File: config.mk
export PLATFORM = sky130hd
export DESIGN_NAME = uart_frame_scheduler
export DESIGN_NICKNAME = d
export VERILOG_FILES = /design/src/rtl/uart_frame_scheduler.sv
export SDC_FILE = /design/constraint.sdc
export NUM_CORES = 1
export LEC_CHECK = 0
export CAP_MARGIN = 20
export CORE_ASPECT_RATIO = 0.5
export CORE_MARGIN = 1.5
export CORE_UTILIZATION = 38
export CTS_BUF_LIST = sky130_fd_sc_hd__clkbuf_16
export CTS_CLUSTER_DIAMETER = 200
export DETAILED_ROUTE_END_ITERATION = 8
export HOLD_SLACK_MARGIN = 0.02
export PLACE_DENSITY = 0.69
export SYNTH_ARGS = -nofsm -noshare
export SYNTH_HDL_FRONTEND = slang
export SYNTH_SLANG_ARGS = --single-unit
File: constraint.sdc
create_clock -name clk -period 11.11 [get_ports clk]
set_input_delay 2.222 -clock clk [delete_from_list [all_inputs] [get_ports clk]]
set_output_delay 2.222 -clock clk [all_outputs]
set_load 0.02 [all_outputs]
File: src/rtl/uart_frame_scheduler.sv
// Frame scheduler: walks a frame buffer in row-major order (with optional subsampling)
// and hands each 12-bit pixel to a 2-byte UART transmitter under a send/ready handshake.
module uart_frame_scheduler #(
  parameter int IMG_W   = 320,
  parameter int IMG_H   = 240,
  parameter int ADDR_W  = 17,
  parameter int STEP    = 1,
  parameter int ACK_TMO = 1023
) (
  input  logic              clk,
  input  logic              reset,
  input  logic              start,
  input  logic              abort,
  output logic [ADDR_W-1:0] fb_addr,
  output logic              fb_rd,
  input  logic [11:0]       fb_data,
  output logic [11:0]       tx_pixel,
  output logic              tx_send,
  input  logic              tx_ready,
  output logic              busy,
  output logic              done,
  output logic              err_tmo,
  output logic [ADDR_W-1:0] pix_count
);

  localparam int XW = $clog2(IMG_W + STEP + 1);
  localparam int YW = $clog2(IMG_H + STEP + 1);
  localparam int TW = $clog2(ACK_TMO + 1);
  localparam logic [XW-1:0]     X_STEP   = XW'(STEP);
  localparam logic [XW-1:0]     X_LIM    = XW'(IMG_W);
  localparam logic [YW-1:0]     Y_STEP   = YW'(STEP);
  localparam logic [YW-1:0]     Y_LIM    = YW'(IMG_H);
  // Only added while another row exists, so the product always fits ADDR_W.
  localparam logic [ADDR_W-1:0] ROW_INC  = ADDR_W'(STEP * IMG_W);
  localparam logic [TW-1:0]     TMO_LAST = TW'(ACK_TMO - 1);

  typedef enum logic [2:0] {
    S_IDLE       = 3'd0,
    S_FETCH      = 3'd1,
    S_LATCH      = 3'd2,
    S_SEND_WAIT  = 3'd3,
    S_WAIT_ACK   = 3'd4,
    S_WAIT_READY = 3'd5,
    S_ADVANCE    = 3'd6
  } state_t;

  state_t            state_r, state_n;
  logic [XW-1:0]     x_r, x_n, x_sum_s;
  logic [YW-1:0]     y_r, y_n, y_sum_s;
  logic [ADDR_W-1:0] row_r, row_n;
  logic [TW-1:0]     tmo_r, tmo_n;
  logic              abort_pend_r, abort_pend_n, abort_s;
  logic [ADDR_W-1:0] fb_addr_r, addr_n;
  logic              fb_rd_r;
  logic [11:0]       tx_pixel_r, pixel_n;
  logic              tx_send_r;
  logic              busy_r;
  logic              done_r, done_n;
  logic              err_tmo_r, err_n;
  logic [ADDR_W-1:0] pix_r, pix_n;

  // Next-state and datapath update for the frame walk.
  always_comb begin
    state_n      = state_r;
    x_n          = x_r;
    y_n          = y_r;
    row_n        = row_r;
    tmo_n        = tmo_r;
    pix_n        = pix_r;
    err_n        = err_tmo_r;
    done_n       = 1'b0;
    pixel_n      = tx_pixel_r;
    x_sum_s      = x_r + X_STEP;
    y_sum_s      = y_r + Y_STEP;
    abort_s      = abort | abort_pend_r;
    abort_pend_n = abort_pend_r | (abort && (state_r != S_IDLE));

    case (state_r)
      S_IDLE: begin
        if (start) begin
          state_n = S_FETCH;
          x_n     = {XW{1'b0}};
          y_n     = {YW{1'b0}};
          row_n   = {ADDR_W{1'b0}};
          pix_n   = {ADDR_W{1'b0}};
          err_n   = 1'b0;
        end else begin
          state_n = S_IDLE;
        end
      end
      S_FETCH: begin
        if (abort_s) begin
          state_n = S_IDLE;
          done_n  = 1'b1;
        end else begin
          state_n = S_LATCH;
        end
      end
      S_LATCH: begin
        pixel_n = fb_data;
        // Skip SEND_WAIT when the UART is already idle to keep start-to-send at 3 cycles.
        if (abort_s) begin
          state_n = S_IDLE;
          done_n  = 1'b1;
        end else if (tx_ready) begin
          state_n = S_WAIT_ACK;
          tmo_n   = {TW{1'b0}};
        end else begin
          state_n = S_SEND_WAIT;
        end
      end
      S_SEND_WAIT: begin
        if (abort_s) begin
          state_n = S_IDLE;
          done_n  = 1'b1;
        end else if (tx_ready) begin
          state_n = S_WAIT_ACK;
          tmo_n   = {TW{1'b0}};
        end else begin
          state_n = S_SEND_WAIT;
        end
      end
      S_WAIT_ACK: begin
        if (!tx_ready) begin
          state_n = S_WAIT_READY;
        end else if (tmo_r == TMO_LAST) begin
          state_n = S_IDLE;
          err_n   = 1'b1;
          done_n  = 1'b1;
        end else begin
          tmo_n = tmo_r + TW'(1);
        end
      end
      S_WAIT_READY: begin
        if (tx_ready) begin
          pix_n = pix_r + ADDR_W'(1);
          if (abort_s) begin
            state_n = S_IDLE;
            done_n  = 1'b1;
          end else begin
            state_n = S_ADVANCE;
          end
        end else begin
          state_n = S_WAIT_READY;
        end
      end
      S_ADVANCE: begin
        if (abort_s) begin
          state_n = S_IDLE;
          done_n  = 1'b1;
        end else if (x_sum_s >= X_LIM) begin
          if (y_sum_s >= Y_LIM) begin
            state_n = S_IDLE;
            done_n  = 1'b1;
          end else begin
            state_n = S_FETCH;
            x_n     = {XW{1'b0}};
            y_n     = y_sum_s;
            row_n   = row_r + ROW_INC;
          end
        end else begin
          state_n = S_FETCH;
          x_n     = x_sum_s;
        end
      end
      default: begin
        state_n = S_IDLE;
      end
    endcase

    if (state_n == S_IDLE) begin
      abort_pend_n = 1'b0;
    end else begin
      abort_pend_n = abort_pend_n;
    end
    addr_n = row_n + ADDR_W'(x_n);
  end

  // State, counters and registered outputs.
  always_ff @(posedge clk) begin
    if (reset) begin
      state_r      <= S_IDLE;
      x_r          <= {XW{1'b0}};
      y_r          <= {YW{1'b0}};
      row_r        <= {ADDR_W{1'b0}};
      tmo_r        <= {TW{1'b0}};
      abort_pend_r <= 1'b0;
      fb_addr_r    <= {ADDR_W{1'b0}};
      fb_rd_r      <= 1'b0;
      tx_pixel_r   <= 12'h000;
      tx_send_r    <= 1'b0;
      busy_r       <= 1'b0;
      done_r       <= 1'b0;
      err_tmo_r    <= 1'b0;
      pix_r        <= {ADDR_W{1'b0}};
    end else begin
      state_r      <= state_n;
      x_r          <= x_n;
      y_r          <= y_n;
      row_r        <= row_n;
      tmo_r        <= tmo_n;
      abort_pend_r <= abort_pend_n;
      fb_addr_r    <= addr_n;
      fb_rd_r      <= (state_n == S_FETCH);
      tx_pixel_r   <= pixel_n;
      tx_send_r    <= (state_n == S_WAIT_ACK) && (state_r != S_WAIT_ACK);
      busy_r       <= (state_n != S_IDLE);
      done_r       <= done_n;
      err_tmo_r    <= err_n;
      pix_r        <= pix_n;
    end
  end

  assign fb_addr   = fb_addr_r;
  assign fb_rd     = fb_rd_r;
  assign tx_pixel  = tx_pixel_r;
  assign tx_send   = tx_send_r;
  assign busy      = busy_r;
  assign done      = done_r;
  assign err_tmo   = err_tmo_r;
  assign pix_count = pix_r;

endmodule
==> flow_summary.yaml <==
hold_path:
  hp-class: "reg2reg"
  whs_endpoint: "err_tmo$_SDFFE_PP0P_"
  min_from: "err_tmo$_SDFFE_PP0P_"
  whs_path_depth: 2
power_and_ir_drop:
  fin_total_pwr_uw: 708
  powerDensity_nw_per_um2: 119
  power_frac_seq: 0.509
  p_switching_uw: 163
  peakVddDrop_mv: 0.0653
  combPwrFrac: 0.053
  p_clk_frac: 0.438
  swShare: 0.230
  p_leak_uw: 0.00220
  internal_power_uw: 546
grt:
  grt_usage: 0.167
  grt_pass1_wl_mm: 18.5
  antenna_found_initial: 0
  grt_pass1_vias: 3890
  grt_start_max_net_pins: 65
  grt_overflow_total: 0
placed_design:
  io_buffers: 67
  routabilityCongestion: 0.831
  dp_hpwl_mm: 7.79
  dp.cells: 786
logic_synthesis:
  ys_ff_latch: 99
  async_reset_ff_frac: 0
  ys_types: 67
  yosys.area_share.simple: 0.267
  synthAdderAreaFrac: 0.0449
  syn-num-nets: 609
  yosysTopAreaCell: "dfxtp_1"
  yosysWarnings: 0
  dominantRegCellSynth: "dfxtp_1"
  syn_area_um2: 4910
  syn_inst: 575
  synthXorXnorAreaFrac: 0.0660
  synth_area_leaders: "dfxtp_1, nor2_1, ha_1"
  seq_area_frac_synth: 0.404
  synth_compound_area_frac: 0.142
  avgSynthCellArea_um2: 8.54
  synth_top_family_by_area: "simple AND/OR/NAND/NOR gates"
  synth_mux_area_frac: 0.0441
  synth_edf_count: 0
  yosys.area.top_type_share: 0.404
critical_path:
  rrSetupSlack_ps: 6250
  crit_chain: "clkdlybuf4s50_1 > or2_0 > a211o_1 > a21o_1 > nand2_1 > o21ai_0 > ha_1 > fa_1 > a21o_1 > a21oi_1 > nor2b_1 > o311a_1 > o31a_1 > o21ai_2 > nor4_2 > mux2_1"
  r2r_end: "fb_addr[16]$_SDFF_PP0_"
  path_class: "in2reg"
  reg2reg_depth: 18
  cpMostUsedCell: "a21o_1"
  endpoint_kind: "flop"
  cp.required_ps: 11340
  startpoint_type: "primary input"
  critPathMaxFanout: 8
  arrival_ps: 6140
  cpPeakStageDelay_ps: 430
  crit_slowest_cell: "clkdlybuf4s50_1"
  r2r-start: "x_r[0]$_SDFF_PP0_"
route:
  ant_nets: 0
  drc_errors: 0
  routedWlPerCell_um: 13.8
  first_pass_iters: 4
  drt-total-wl_mm: 11.1
  viasPerCell: 5.28
  drtIter0Drc: 276
  num_vias: 4232
cells_and_area:
  final_common_cell: "dfxtp_1"
  diodes: 0
  final_cells: 802
  final_cell_mix: "dfxtp_1, nor2_1, clkdlybuf4s50_1"
  fill_cells: 1201
  nNetsFinal: 661
  drive_above_1_share: 0.0538
  area_growth_pct: 21.7
floorplanning:
  fp.dieW_um: 164
  core_area_um2: 12600
  io_pins: 68
  rows: 29
  die_h_um: 83.4
  die_area_um2: 13600
  start_util: 0.389
timing:
  setup_tns_ps: 0
  period_share: 0.531
  clock-skew-final_ps: 8.31
  finalCriticalPeriod_ps: 5900
  rsz0062_at_grt: "no"
  final_hold_viol_count: 0
  tightest_slew_ps: 860
  max_freq_ghz: 0.169
  setup_viol: 0
  slew_viol_final: 0
  max_slew_margin: 0.425
clock_network:
  cts.repair.resized: 0
  clockBufferDepth: 2
  cts.clk_slew.worst_paths_ps: 70
  cts_tree: "done"
  htree_num_levels: 3
  cts_sinks: 99
  cts-buffers-inserted: 9
  clkLatencyLatePin_ps: 350
  clockRootBuffer: "clkbuf_16"
  postCtsSetupRepairBufs: 0
  hold_buffers: 0
flow_run:
  drv_cap: 0
outcome:
  status: "finished clean"
worst max-delay path by stage:
stage                     startpoint                endpoint  slack [ps]  depth (start not counted)
after floorplan                abort  fb_addr[14]$_SDFF_PP0_        5670                         16
after CTS                      abort  fb_addr[13]$_SDFF_PP0_        5230                         14
final                          abort  fb_addr[16]$_SDFF_PP0_        5210                         16
after detailed placement       abort  fb_addr[13]$_SDFF_PP0_        4870                         14
after global placement         abort  fb_addr[14]$_SDFF_PP0_        4980                         16
after global routing           abort  fb_addr[13]$_SDFF_PP0_        4940                         14
cell type report:
type	count	area, µm²	area share
multi-input combinational	439	2770	0.464
sequential	99	1980	0.332
timing repair buffer	69	681	0.114
clock buffer	9	225	0.0377
tap	170	213	0.0356
clock inverter	7	68.8	0.0115
inverter	9	33.8	0.00566
synth_stat cells (all sizes together), types with 4 or more instances:
library cell and count:
inv 9, xnor2 17, xor2 20, o21ai 24, a31oi 10, clkbuf 17
nand3 20, ha 16, mux2 5, or3 7, nand2 47, nand4 12
and3 10, a21oi 22, nor4 9, buf 11, nor3 14, nor2b 32
or2 5, dfxtp 99, o21a 4, o31ai 4, a21o 8, nor2 90
o211ai 4, mux2i 16
state kept, by name, summed over array words and instances (netlist names):
| register | count |
|---|---|
| err_tmo | 1 |
| row_r | 17 |
| state_r | 3 |
| tx_pixel | 12 |
| fb_addr | 17 |
| busy | 1 |
| fb_rd | 1 |
| tx_send | 1 |
| tmo_r | 10 |
| done | 1 |
| x_r | 9 |
| pix_count | 17 |
| y_r | 8 |
| abort_pend_r | 1 |
per-stage QoR:
stage          hold WS, ps   util  instance area [µm²]  setup slack (ps)
2_1_floorplan          456      -                 4910              5670
3_3_place_gp           437  0.450                 5680              4980
3_5_place_dp           441  0.450                 5680              4870
4_1_cts                449  0.473                 5970              5230
5_1_grt                472  0.473                 5970              4940
6_report               447  0.473                 5970              5210
layer usage:
layer	track usage	share of wire	up-vias	wire, µm
li1	-	-	2114	-
met1	0.219	0.48	1994	5300
met2	0.273	0.46	114	5120
met3	0.0400	0.050	10	550
met4	0.0479	0.0081	0	90
met5	0	0	-	0
critical path, delay by kind of cell:
family                     cells  cell delay [ps]
muxes                          1              320
and+or+nand+nor                4              650
AOI/OAI and AO/OA              8             1850
adders and majority gates      2              640
buffers and inverters          1              430
power groups by stage:
stage          combinational [µW]  clock [µW]  sequential, µW
6_report                     37.8         310             361
5_1_grt                      41.5         332             361
4_1_cts                      38.1         318             360
3_5_place_dp                 37.9           0             369
3_3_place_gp                 37.1           0             369
2_1_floorplan                22.3           0             369
cells by family after synthesis:
group / count (synthesis)
AOI/OAI and AO/OA: 100
xor gates and xnor gates: 37
adders and majority gates: 17
buffers and inverters: 37
DFF: 99
muxes: 21
and+or+nand+nor: 264
No activity file was read; power rests on OpenSTA's default activity.
